<file path="src/rtl/psec_serial_pkg.sv">
// ---------------------------------------------------------------------------
// psec_serial_pkg : shared types and constants for the serial frame receiver
// Revision: 1.0
// ---------------------------------------------------------------------------
`default_nettype none

package psec_serial_pkg;

  localparam int WORD_W_DEFAULT = 8;
  localparam int FRAME_WORDS    = 2;

  typedef enum logic [1:0] {
    IDLE = 2'd0,
    ADDR = 2'd1,
    DATA = 2'd2,
    HOLD = 2'd3
  } rx_state_t;

endpackage

`default_nettype wire

</file>
<file path="src/rtl/serial_shift_in.sv">
// ---------------------------------------------------------------------------
// serial_shift_in : LSB-first shift register with word bit counter
// Revision: 1.0
// ---------------------------------------------------------------------------
`default_nettype none

module serial_shift_in
  import psec_serial_pkg::*;
#(
  parameter int WORD_W = WORD_W_DEFAULT
) (
  input  logic              sclk,
  input  logic              rst,
  input  logic              shift_en,
  input  logic              clr,
  input  logic              sin,
  output logic [WORD_W-1:0] word,
  output logic              word_done
);

  localparam int                CNT_W    = $clog2(WORD_W + 1);
  localparam logic [CNT_W-1:0]  CNT_LAST = CNT_W'(WORD_W - 1);

  logic [WORD_W-1:0] sr;
  logic [CNT_W-1:0]  cnt;

  // word includes the bit being accepted this edge, so it is complete with word_done
  assign word      = {sin, sr[WORD_W-1:1]};
  assign word_done = shift_en && (cnt == CNT_LAST);

  always_ff @(posedge sclk) begin
    if (rst || clr) begin
      sr  <= '0;
      cnt <= '0;
    end else if (shift_en) begin
      sr  <= word;
      cnt <= word_done ? '0 : cnt + 1'b1;
    end
  end

endmodule

`default_nettype wire

</file>
<file path="src/rtl/serial_frame_rx.sv">
// ---------------------------------------------------------------------------
// serial_frame_rx : receives address+data serial frames, flags aborted frames
// Revision: 1.0
// ---------------------------------------------------------------------------
`default_nettype none

module serial_frame_rx
  import psec_serial_pkg::*;
#(
  parameter int WORD_W = WORD_W_DEFAULT
) (
  input  logic              sclk,
  input  logic              rst,
  input  logic              sin,
  input  logic              sin_en,
  output logic [WORD_W-1:0] addr_out,
  output logic [WORD_W-1:0] data_out,
  output logic              frame_valid,
  output logic              frame_err,
  output logic              busy
);

  rx_state_t         state;
  rx_state_t         state_nx;
  logic              shift_en;
  logic              clr;
  logic              word_done;
  logic [WORD_W-1:0] word;
  logic [WORD_W-1:0] addr_hold;
  logic              load_addr;
  logic              load_frame;
  logic              abort;

  serial_shift_in #(
    .WORD_W (WORD_W)
  ) u_shift (
    .sclk      (sclk),
    .rst       (rst),
    .shift_en  (shift_en),
    .clr       (clr),
    .sin       (sin),
    .word      (word),
    .word_done (word_done)
  );

  always_ff @(posedge sclk) begin
    if (rst) state <= IDLE;
    else     state <= state_nx;
  end

  always_comb begin
    state_nx = state;
    case (state)
      IDLE: if (sin_en) state_nx = ADDR;
      ADDR: begin
        if (!sin_en)        state_nx = IDLE;
        else if (word_done) state_nx = DATA;
      end
      DATA: begin
        if (!sin_en)        state_nx = IDLE;
        else if (word_done) state_nx = HOLD;
      end
      HOLD: if (!sin_en) state_nx = IDLE;
      default: state_nx = IDLE;
    endcase
  end

  // Bits arriving in HOLD are dropped; any low enable edge restarts the counter
  always_comb begin
    shift_en   = sin_en && (state != HOLD);
    clr        = !sin_en;
    load_addr  = (state == ADDR) && word_done;
    load_frame = (state == DATA) && word_done;
    abort      = !sin_en && ((state == ADDR) || (state == DATA));
  end

  always_ff @(posedge sclk) begin
    if (rst) begin
      addr_hold   <= '0;
      addr_out    <= '0;
      data_out    <= '0;
      frame_valid <= 1'b0;
      frame_err   <= 1'b0;
      busy        <= 1'b0;
    end else begin
      frame_valid <= load_frame;
      frame_err   <= abort;
      busy        <= (state_nx == ADDR) || (state_nx == DATA);
      if (load_addr) addr_hold <= word;
      if (load_frame) begin
        addr_out <= addr_hold;
        data_out <= word;
      end
    end
  end

endmodule

`default_nettype wire
</file>
<file path="config.mk">
export PLATFORM = sky130hd
export DESIGN_NAME = serial_frame_rx
export DESIGN_NICKNAME = d
export VERILOG_FILES = /design/src/rtl/psec_serial_pkg.sv /design/src/rtl/serial_shift_in.sv /design/src/rtl/serial_frame_rx.sv
export SDC_FILE = /design/constraint.sdc
export NUM_CORES = 1
export LEC_CHECK = 0
export ABC_AREA = 1
export CAP_MARGIN = 20
export CELL_PAD_IN_SITES_DETAIL_PLACEMENT = 1
export CELL_PAD_IN_SITES_GLOBAL_PLACEMENT = 2
export CORE_UTILIZATION = 31
export DETAILED_ROUTE_END_ITERATION = 6
export PLACE_DENSITY = 0.75
export SYNTH_ARGS = -nofsm -noshare
export SYNTH_HDL_FRONTEND = slang
export SYNTH_SLANG_ARGS = --single-unit
</file>
<file path="constraint.sdc">
create_clock -name sclk -period 1.53 [get_ports sclk]
set_input_delay 0.2295 -clock sclk [delete_from_list [all_inputs] [get_ports sclk]]
set_output_delay 0.2295 -clock sclk [all_outputs]
set_load 0.02 [all_outputs]
</file>
==> results of run 1 <==
final cells by class:
| class | count | area share [%] |
|---|---|---|
| Multi-Input combinational cell | 131 | 34.3 |
| Clock inverter | 2 | 1.62 |
| Timing Repair inverter | 1 | 0.406 |
| Inverter | 17 | 3.77 |
| Tap cell | 70 | 4.06 |
| Sequential cell | 40 | 37.5 |
| Clock buffer | 6 | 3.36 |
| Timing Repair Buffer | 34 | 15.0 |
cells by family (layout without fill, tap and decap cells):
logic type | Yosys count | after routing | share of synthesized area [%]
adder cells (fa/ha/maj) | 5 | 5 | 3.83
AO/OA/AOI/OAI | 46 | 46 | 15.8
flip-flops | 40 | 40 | 49.0
buffers and inverters | 24 | 60 | 8.12
AND/OR/NAND/NOR | 80 | 80 | 23.2
tightest hold or removal path, stage by stage, from the launching register on:
cell	delay (ns)
dfxtp_1	0.31
nand2_1	0.06
a21oi_1	0.05
per-layer routing:
layer | routed length [um] | vias up
li1 | - | 698
met1 | 1790 | 677
met2 | 1990 | 21
met3 | 102 | 8
met4 | 78 | 0
met5 | 0 | -
registers in the layout (all words and copies together), names as in the netlist:
name / count
addr_out: 8
data_out: 8
state: 2
busy: 1
addr_hold: 8
u_shift.cnt: 4
frame_valid: 1
u_shift.sr: 7
frame_err: 1
cell usage after synthesis (all sizes together):
master | instances | area share [%]
o21ai | 11 | 3.4
a21oi | 28 | 8.6
clkbuf | 4 | 1.0
dfxtp | 40 | 49
nand3 | 5 | 2.6
nor3 | 2 | 0.61
inv | 17 | 4.5
nand2 | 52 | 14
nor2 | 21 | 6.4
buf | 3 | 2.6
a211oi | 6 | 3.4
ha | 5 | 3.8
o21a | 1 | 0.46
stage by stage:
stage               TNS (ns)  instance area (sq um)
finish                     0                   2160
global route        -0.00466                   2160
CTS                        0                   2110
detailed placement     -4.46                   1980
global placement       -2.51                   1980
floorplan                  0                   1630
worst max-delay path by stage:
stage | startpoint | endpoint | cells past startpoint
finish | data_out[0]$_SDFFE_PP0P_ | data_out[0] | 1
global placement | sin_en | busy$_SDFF_PP0_ | 8
detailed placement | sin_en | u_shift.cnt[3]$_SDFFE_PP0P_ | 8
floorplan | state[0]$_SDFF_PP0_ | addr_hold[3]$_SDFFE_PP0P_ | 9
CTS | state[0]$_SDFF_PP0_ | busy$_SDFF_PP0_ | 9
global route | state[0]$_SDFF_PP0_ | busy$_SDFF_PP0_ | 8
power groups by stage:
| stage | Sequential [mW] | Combinational (mW) | Clock, mW |
|---|---|---|---|
| 2_1_floorplan | 1.09 | 0.0711 | 0 |
| 3_5_place_dp | 1.09 | 0.126 | 0 |
| 6_report | 1.07 | 0.129 | 0.856 |
| 3_3_place_gp | 1.09 | 0.121 | 0 |
| 4_1_cts | 1.07 | 0.127 | 0.877 |
| 5_1_grt | 1.07 | 0.143 | 0.928 |
timing repair:
| action | in CTS | in global routing |
|---|---|---|
| setup buffers | 1 | 0 |
| pin swaps | 2 | 2 |
| resized for setup | 4 | 12 |
| endpoints found under the setup margin | 5 | 12 |
| gates cloned | 1 | 0 |
==> results.py, run 1 <==
metrics = {
    "global_routing": {
        "grt_max_degree": 17,
        "use_met2_pct": 28.0,
        "grt_pass1_wl_mm": 6.56,
        "grt_usage_pct": 15.8,
        "use_met3_pct": 4.07,
        "grt_use_met1_pct": 18.8,
        "top_usage_layer": "met2",
        "grt_pass1_vias": 1388,
        "overflow": 0,
        "antenna_found_initial": 0,
    },
    "floorplan": {
        "rows": 26,
        "core_sq_mm": 0.00507,
        "fp.dieW_um": 74.6,
        "die-area_sq_mm": 0.00556,
        "start_util_pct": 32.2,
        "die_h_um": 74.6,
        "pin_count": 23,
    },
    "place": {
        "finalWeightedCongestion": 0.799,
        "place_ws_ns": -0.212,
        "dp.cells": 291,
        "place.detailed.hpwl_mm": 2.83,
        "portBuffers": 22,
    },
    "setup_path": {
        "crit_slowest_cell": "clkdlybuf4s50_1",
        "ff2ff_setup_slack_ns": 0.09,
        "critPathRequiredTime_ns": 1.30,
        "critPathKind": "reg -> out",
        "timing.rr.end": "busy$_SDFF_PP0_",
        "startpoint_type": "flop",
        "slowest_delay_ns": 0.61,
        "cp_num_buf_inv": 1,
        "ff2ff_path_depth": 10,
        "cp_top_family": "buffers and inverters",
        "arrival_ns": 1.24,
        "critPathCaptureType": "primary output",
        "crit_fanout": 2,
        "timing.rr.start": "state[0]$_SDFF_PP0_",
        "path_cells": "clkdlybuf4s50_1",
    },
    "final_layout": {
        "fill_cells": 623,
        "final_cell_mix": "49 x nand2_1, 38 x dfxtp_1, 27 x a21oi_1",
        "fin_util_pct": 42.5,
        "fin_cells": 301,
        "layout.nets": 239,
        "final_layout_size_suffix_gt1_share_pct": 18.6,
        "final_common_cell": "nand2_1",
        "multiInputGateArea_sq_um": 741,
        "diodes": 0,
        "area_growth_pct": 32.1,
        "register_area_sq_um": 808,
    },
    "clocking": {
        "htree_levels": 2,
        "cts_hold_buffers": 0,
        "clk_latency_ns": 0.29,
        "root_buffer": "clkbuf_8",
        "cts_buffers": 5,
        "numClockSinks": 40,
        "clk_pin_slew_ns": 0.08,
        "cts_tree": "built",
        "clock_path_buffers": 2,
    },
    "routing": {
        "first_pass_iters": 4,
        "initialDrtViolationCount": 58,
        "wirelength_mm": 3.96,
        "routedWlPerCell_um": 13.2,
        "antenna_left": 0,
        "vias": 1404,
        "drcViolationCount": 0,
        "via_per_inst": 4.66,
    },
    "pwr": {
        "p_int_mw": 1.59,
        "irDropWorstVdd_mv": 0.551,
        "p_clk_share_pct": 41.7,
        "swShare_pct": 22.7,
        "power_frac_seq_pct": 52.0,
        "power.total_mw": 2.05,
        "powerDensity_mw_per_mm2": 952,
        "power.switching_mw": 0.465,
        "combPwrFrac_pct": 6.3,
        "leakagePower_nw": 0.810,
    },
    "sta": {
        "setup_viol": 0,
        "fin_ws_ns": 0.0605,
        "finClkSkew_ns": 0.00720,
        "slew-limit-headroom_pct": 81.0,
        "hold_ws_ns": 0.464,
        "clock.fmax_mhz": 680,
        "worst_pin_slew_ns": 0.284,
        "drv_slew": 0,
        "fin_crit_ns": 1.47,
        "post-route-period-util_pct": 96.0,
        "hold_viol": 0,
    },
    "hold_path": {
        "holdPathStages": 2,
        "holdPathEnd": "addr_out[0]$_SDFFE_PP0P_",
        "hold_class": "reg -> reg",
        "hold_path_startpoint": "addr_hold[0]$_SDFFE_PP0P_",
    },
    "yosys": {
        "ys_ff_latch": 40,
        "synth_cell_types": 28,
        "synth_area_sq_mm": 0.00163,
        "yosysWarnings": 0,
        "syn-num-nets": 204,
        "syn_inst": 195,
        "seq_area_frac_synth_pct": 49.0,
        "syn_area_per_cell_sq_um": 8.37,
    },
    "flow_run": {
        "drv_cap": 0,
    },
    "status": {
        "status": "completed",
    },
}
(Power assumes the default switching activity.)
==> run 2, diff against run 1 <==
GPL_TIMING_DRIVEN = 0   (was default)
MAX_ROUTING_LAYER = met4   (was default)
==> results.py, run 2 (synthesis results as in run 1) <==
metrics = {
    "global_routing": {
        "antenna_found_initial": 0,
        "grt_pass1_wl_mm": 6.35,
        "overflow": 0,
        "grt_usage_pct": 16.0,
        "grt_max_degree": 15,
        "grt_pass1_vias": 1359,
    },
    "place": {
        "finalWeightedCongestion": 0.774,
        "place.detailed.hpwl_mm": 2.90,
        "portBuffers": 22,
        "place_ws_ns": -0.348,
    },
    "final_layout": {
        "diodes": 0,
        "layout.nets": 241,
        "fill_cells": 636,
        "top_regs": "addr_hold x8, addr_out x8, data_out x8",
        "final_layout_size_suffix_gt1_share_pct": 19.3,
        "register_area_sq_um": 808,
        "final_cell_mix": "49 x nand2_1, 38 x dfxtp_1, 23 x a21oi_1",
        "multiInputGateArea_sq_um": 738,
        "final_common_cell": "nand2_1",
        "area_growth_pct": 33.3,
    },
    "sta": {
        "clock.fmax_mhz": 676,
        "setup_tns_ns": 0,
        "fin_ws_ns": 0.0518,
        "post-route-period-util_pct": 96.6,
        "hold_viol": 0,
        "worst_pin_slew_ns": 0.619,
        "setup_viol": 0,
        "drv_slew": 0,
        "finClkSkew_ns": 0.00511,
        "fin_crit_ns": 1.48,
        "slew-limit-headroom_pct": 58.7,
    },
    "setup_path": {
        "cp_top_family": "buffers and inverters",
        "startpoint_type": "flop",
        "slowest_delay_ns": 0.61,
        "crit_fanout": 2,
        "critPathRequiredTime_ns": 1.30,
        "arrival_ns": 1.25,
        "crit_slowest_cell": "clkdlybuf4s50_1",
        "path_cells": "clkdlybuf4s50_1",
        "critPathCaptureType": "primary output",
        "critPathKind": "reg -> out",
        "cp_num_buf_inv": 1,
    },
    "clocking": {
        "cts_tree": "built",
        "clk_pin_slew_ns": 0.08,
        "htree_levels": 2,
        "clk_latency_ns": 0.29,
        "root_buffer": "clkbuf_8",
        "cts_buffers": 5,
        "numClockSinks": 40,
        "clock_path_buffers": 2,
    },
    "floorplan": {
        "rows": 26,
        "start_util_pct": 32.2,
        "core_sq_mm": 0.00507,
        "die_h_um": 74.6,
        "fp.dieW_um": 74.6,
        "die-area_sq_mm": 0.00556,
        "pin_count": 23,
    },
    "status": {
        "status": "completed",
    },
    "pwr": {
        "irDropWorstVdd_mv": 0.497,
        "p_clk_share_pct": 42.6,
        "powerDensity_mw_per_mm2": 950,
        "combPwrFrac_pct": 5.7,
        "power.switching_mw": 0.481,
        "swShare_pct": 23.2,
        "leakagePower_nw": 0.821,
        "power_frac_seq_pct": 51.7,
        "p_int_mw": 1.59,
        "power.total_mw": 2.07,
    },
    "routing": {
        "drcViolationCount": 0,
        "initialDrtViolationCount": 37,
        "via_per_inst": 4.52,
        "wirelength_mm": 3.95,
        "antenna_left": 0,
        "first_pass_iters": 4,
        "routedWlPerCell_um": 13.0,
        "vias": 1371,
    },
    "flow_run": {
        "drv_cap": 0,
    },
    "hold_path": {
        "hold_class": "reg -> reg",
    },
}
-- run 2: per-layer routing --
metal / vias to the layer above / routed length [um] / GRT usage (%)
met5: - / 0 / -
met4: 0 / 23 / 4.40
met3: 4 / 91 / 3.66
met2: 13 / 2090 / 28.0
met1: 648 / 1740 / 18.2
li1: 706 / - / -
-- run 2: final cells by class --
cell class | count | share of cell area (%)
multi-input cells | 131 | 33.9
repair buffers | 30 | 12.9
well taps | 70 | 4.03
plain buffers | 7 | 2.93
flip-flops and latches | 40 | 37.1
clock inverters | 3 | 2.13
clock buffers | 5 | 3.16
inverters | 17 | 3.74
-- run 2: repair_timing --
item / in CTS / in global routing
resized for setup: 8 / 12
pin swaps: 1 / 5
setup endpoints to repair: 27 / 25
setup buffers: 3 / 5
hold buffers: 0 / 0
-- run 2: final timing paths --
kind / start / to / slack (ns) / cells past startpoint
max: data_out[0]$_SDFFE_PP0P_ / data_out[0] / 0.05 / 1
min: addr_out[5]$_SDFFE_PP0P_ / addr_out[5]$_SDFFE_PP0P_ / 0.46 / 2
max reg2reg: state[1]$_SDFF_PP0_ / addr_out[3]$_SDFFE_PP0P_ / 0.06 / 9
min reg2reg: addr_out[5]$_SDFFE_PP0P_ / addr_out[5]$_SDFFE_PP0P_ / 0.46 / 2
-- run 2: worst reg2reg max path: stages, from the launching register on --
cell	delay (ns)
dfxtp_4	0.37
ha_4	0.19
inv_4	0.07
nand3_4	0.09
nor2_8	0.17
nand2_8	0.10
clkinv_8	0.08
buf_12	0.12
nand2_1	0.06
a21oi_2	0.14
-- run 2: power by group through the flow --
stage	clock network, mW	registers [mW]	logic (mW)
floorplan	0	1.09	0.0711
global placement	0	1.09	0.113
detailed placement	0	1.09	0.117
CTS	0.917	1.07	0.117
global route	0.961	1.07	0.134
finish	0.882	1.07	0.118
-- run 2: metrics by stage --
stage / hold slack (ns) / cell area (sq um) / cells / util [%]
after floorplan: 0.372 / 1630 / 195 / -
after global placement: 0.451 / 1940 / 287 / 38.2
after detailed placement: 0.455 / 1940 / 287 / 38.2
after CTS: 0.469 / 2100 / 298 / 41.4
after global routing: 0.482 / 2180 / 303 / 42.9
final: 0.464 / 2180 / 303 / 42.9
==> run 3, diff against run 2 <==
SKIP_CTS_REPAIR_TIMING = 1   (was default)
SLEW_MARGIN = 20   (was default)
==> results.py, run 3 (synthesis results as in run 1) <==
metrics = {
    "global_routing": {
        "overflow": 0,
        "grt_pass1_vias": 1333,
        "grt_max_degree": 15,
        "grt_usage_pct": 15.8,
        "antenna_found_initial": 0,
        "grt_pass1_wl_mm": 6.29,
    },
    "setup_path": {
        "crit_fanout": 8,
        "critPathKind": "reg -> reg",
        "slowest_delay_ns": 0.37,
        "startpoint_type": "flop",
        "crit_slowest_cell": "dfxtp_4",
        "cp_num_buf_inv": 3,
        "critPathRequiredTime_ns": 1.75,
        "critPathCaptureType": "flop",
        "cp_top_family": "simple AND/OR/NAND/NOR gates",
        "arrival_ns": 1.72,
        "timing.rr.start": "state[1]$_SDFF_PP0_",
        "ff2ff_setup_slack_ns": 0.02,
        "crit_start": "state[1]$_SDFF_PP0_",
        "path_cells": "ha_4 -> inv_4 -> nand3_4 -> nor2_8 -> nand2_8 -> buf_12 -> inv_6 -> nand2_1 -> a21oi_1",
    },
    "floorplan": {
        "core_sq_mm": 0.00507,
        "fp.dieW_um": 74.6,
        "start_util_pct": 32.2,
        "die-area_sq_mm": 0.00556,
        "rows": 26,
        "pin_count": 23,
        "die_h_um": 74.6,
    },
    "clocking": {
        "clk_pin_slew_ns": 0.08,
        "root_buffer": "clkbuf_8",
        "clk_latency_ns": 0.29,
        "htree_levels": 2,
        "clock_path_buffers": 2,
        "cts_tree": "built",
        "cts_buffers": 5,
        "numClockSinks": 40,
    },
    "place": {
        "finalWeightedCongestion": 0.774,
        "dp.cells": 287,
        "place.detailed.hpwl_mm": 2.90,
        "portBuffers": 22,
        "dpl_cell_area_sq_mm": 0.00194,
    },
    "final_layout": {
        "top_regs": "addr_hold x8, addr_out x8, data_out x8",
        "final_common_cell": "nand2_1",
        "diodes": 0,
        "area_growth_pct": 32.8,
        "fill_cells": 635,
        "final_layout_size_suffix_gt1_share_pct": 18.6,
        "fin_cells": 301,
        "final_cell_mix": "49 x nand2_1, 38 x dfxtp_1, 24 x a21oi_1",
        "final_area_sq_mm": 0.00217,
        "layout.nets": 239,
    },
    "hold_path": {
        "hold_class": "in -> reg",
        "hold_path_startpoint": "sin_en",
    },
    "routing": {
        "routedWlPerCell_um": 13.2,
        "initialDrtViolationCount": 43,
        "antenna_left": 0,
        "vias": 1384,
        "via_per_inst": 4.60,
        "drcViolationCount": 0,
        "first_pass_iters": 4,
        "wirelength_mm": 3.98,
    },
    "sta": {
        "hold_viol": 0,
        "clock.fmax_mhz": 664,
        "rsz0062_at_grt": "true",
        "slew-limit-headroom_pct": 60.0,
        "fin_crit_ns": 1.51,
        "post-route-period-util_pct": 98.5,
        "finClkSkew_ns": 0.00399,
        "drv_slew": 0,
        "worst_pin_slew_ns": 0.600,
        "setup_viol": 0,
    },
    "pwr": {
        "irDropWorstVdd_mv": 0.498,
        "powerDensity_mw_per_mm2": 954,
        "leakagePower_nw": 0.804,
    },
    "flow_run": {
        "drv_cap": 0,
    },
    "status": {
        "status": "completed",
    },
}
-- run 3: cell types whose count changed in the layout (fill, tap and decap cells not counted), sizes merged --
| cell | change |
|---|---|
| inv | +1 |
| dlymetal6s2s | +1 |
| dlygate4sd2 | -1 |
| buf | -3 |
-- run 3: area by class of cell --
class / count / area [sq um] / share of cell area, %
flip-flops and latches: 40 / 808 / 37.3
repair inverters: 1 / 8.76 / 0.404
plain buffers: 5 / 28.8 / 1.33
inverters: 17 / 81.3 / 3.75
clock buffers: 5 / 68.8 / 3.17
well taps: 70 / 87.6 / 4.04
clock inverters: 3 / 46.3 / 2.14
repair buffers: 29 / 290 / 13.4
multi-input cells: 131 / 748 / 34.5
-- run 3: metal layers --
layer | GRT usage (%) | vias to the layer above | share of wire (%)
met4 | 4.40 | 0 | 0.58
met1 | 18.5 | 662 | 44
li1 | - | 704 | -
met5 | - | - | 0
met3 | 3.66 | 4 | 2.6
met2 | 26.9 | 14 | 52
-- run 3: where the power goes --
group / internal [mW] / switching, mW / leakage, nW
clock: 0.491 / 0.386 / 0.0548
sequential: 1.05 / 0.0133 / 0.325
combinational: 0.0431 / 0.0809 / 0.424
-- run 3: final timing paths --
path,to,depth (start not counted)
setup reg to reg,data_out[4]$_SDFFE_PP0P_,9
hold / removal,u_shift.cnt[2]$_SDFFE_PP0P_,3
hold reg to reg,addr_out[5]$_SDFFE_PP0P_,2
setup / recovery,data_out[4]$_SDFFE_PP0P_,9
-- run 3: through the flow --
| stage | total power [mW] | worst slack (ns) | hold WS, ns | util [%] | TNS, ns |
|---|---|---|---|---|---|
| after floorplan | 1.17 | 0.115 | 0.372 | - | 0 |
| after global placement | 1.20 | -0.313 | 0.451 | 38.2 | -7.75 |
| after detailed placement | 1.21 | -0.348 | 0.455 | 38.2 | -9.42 |
| final | 2.07 | 0.0234 | 0.409 | 42.7 | 0 |
| after CTS | 2.10 | -0.150 | 0.469 | 40.5 | -2.14 |
| after global routing | 2.17 | -0.102 | 0.425 | 42.7 | -0.332 |
-- run 3: worst reg2reg max path, delay by kind of cell (launching register included) --
kind	cells	cell delay [ns]
and+or+nand+nor	4	0.49
DFF	1	0.37
buffers and inverters	3	0.26
adders and majority gates	1	0.18
AOI/OAI and AO/OA	1	0.14
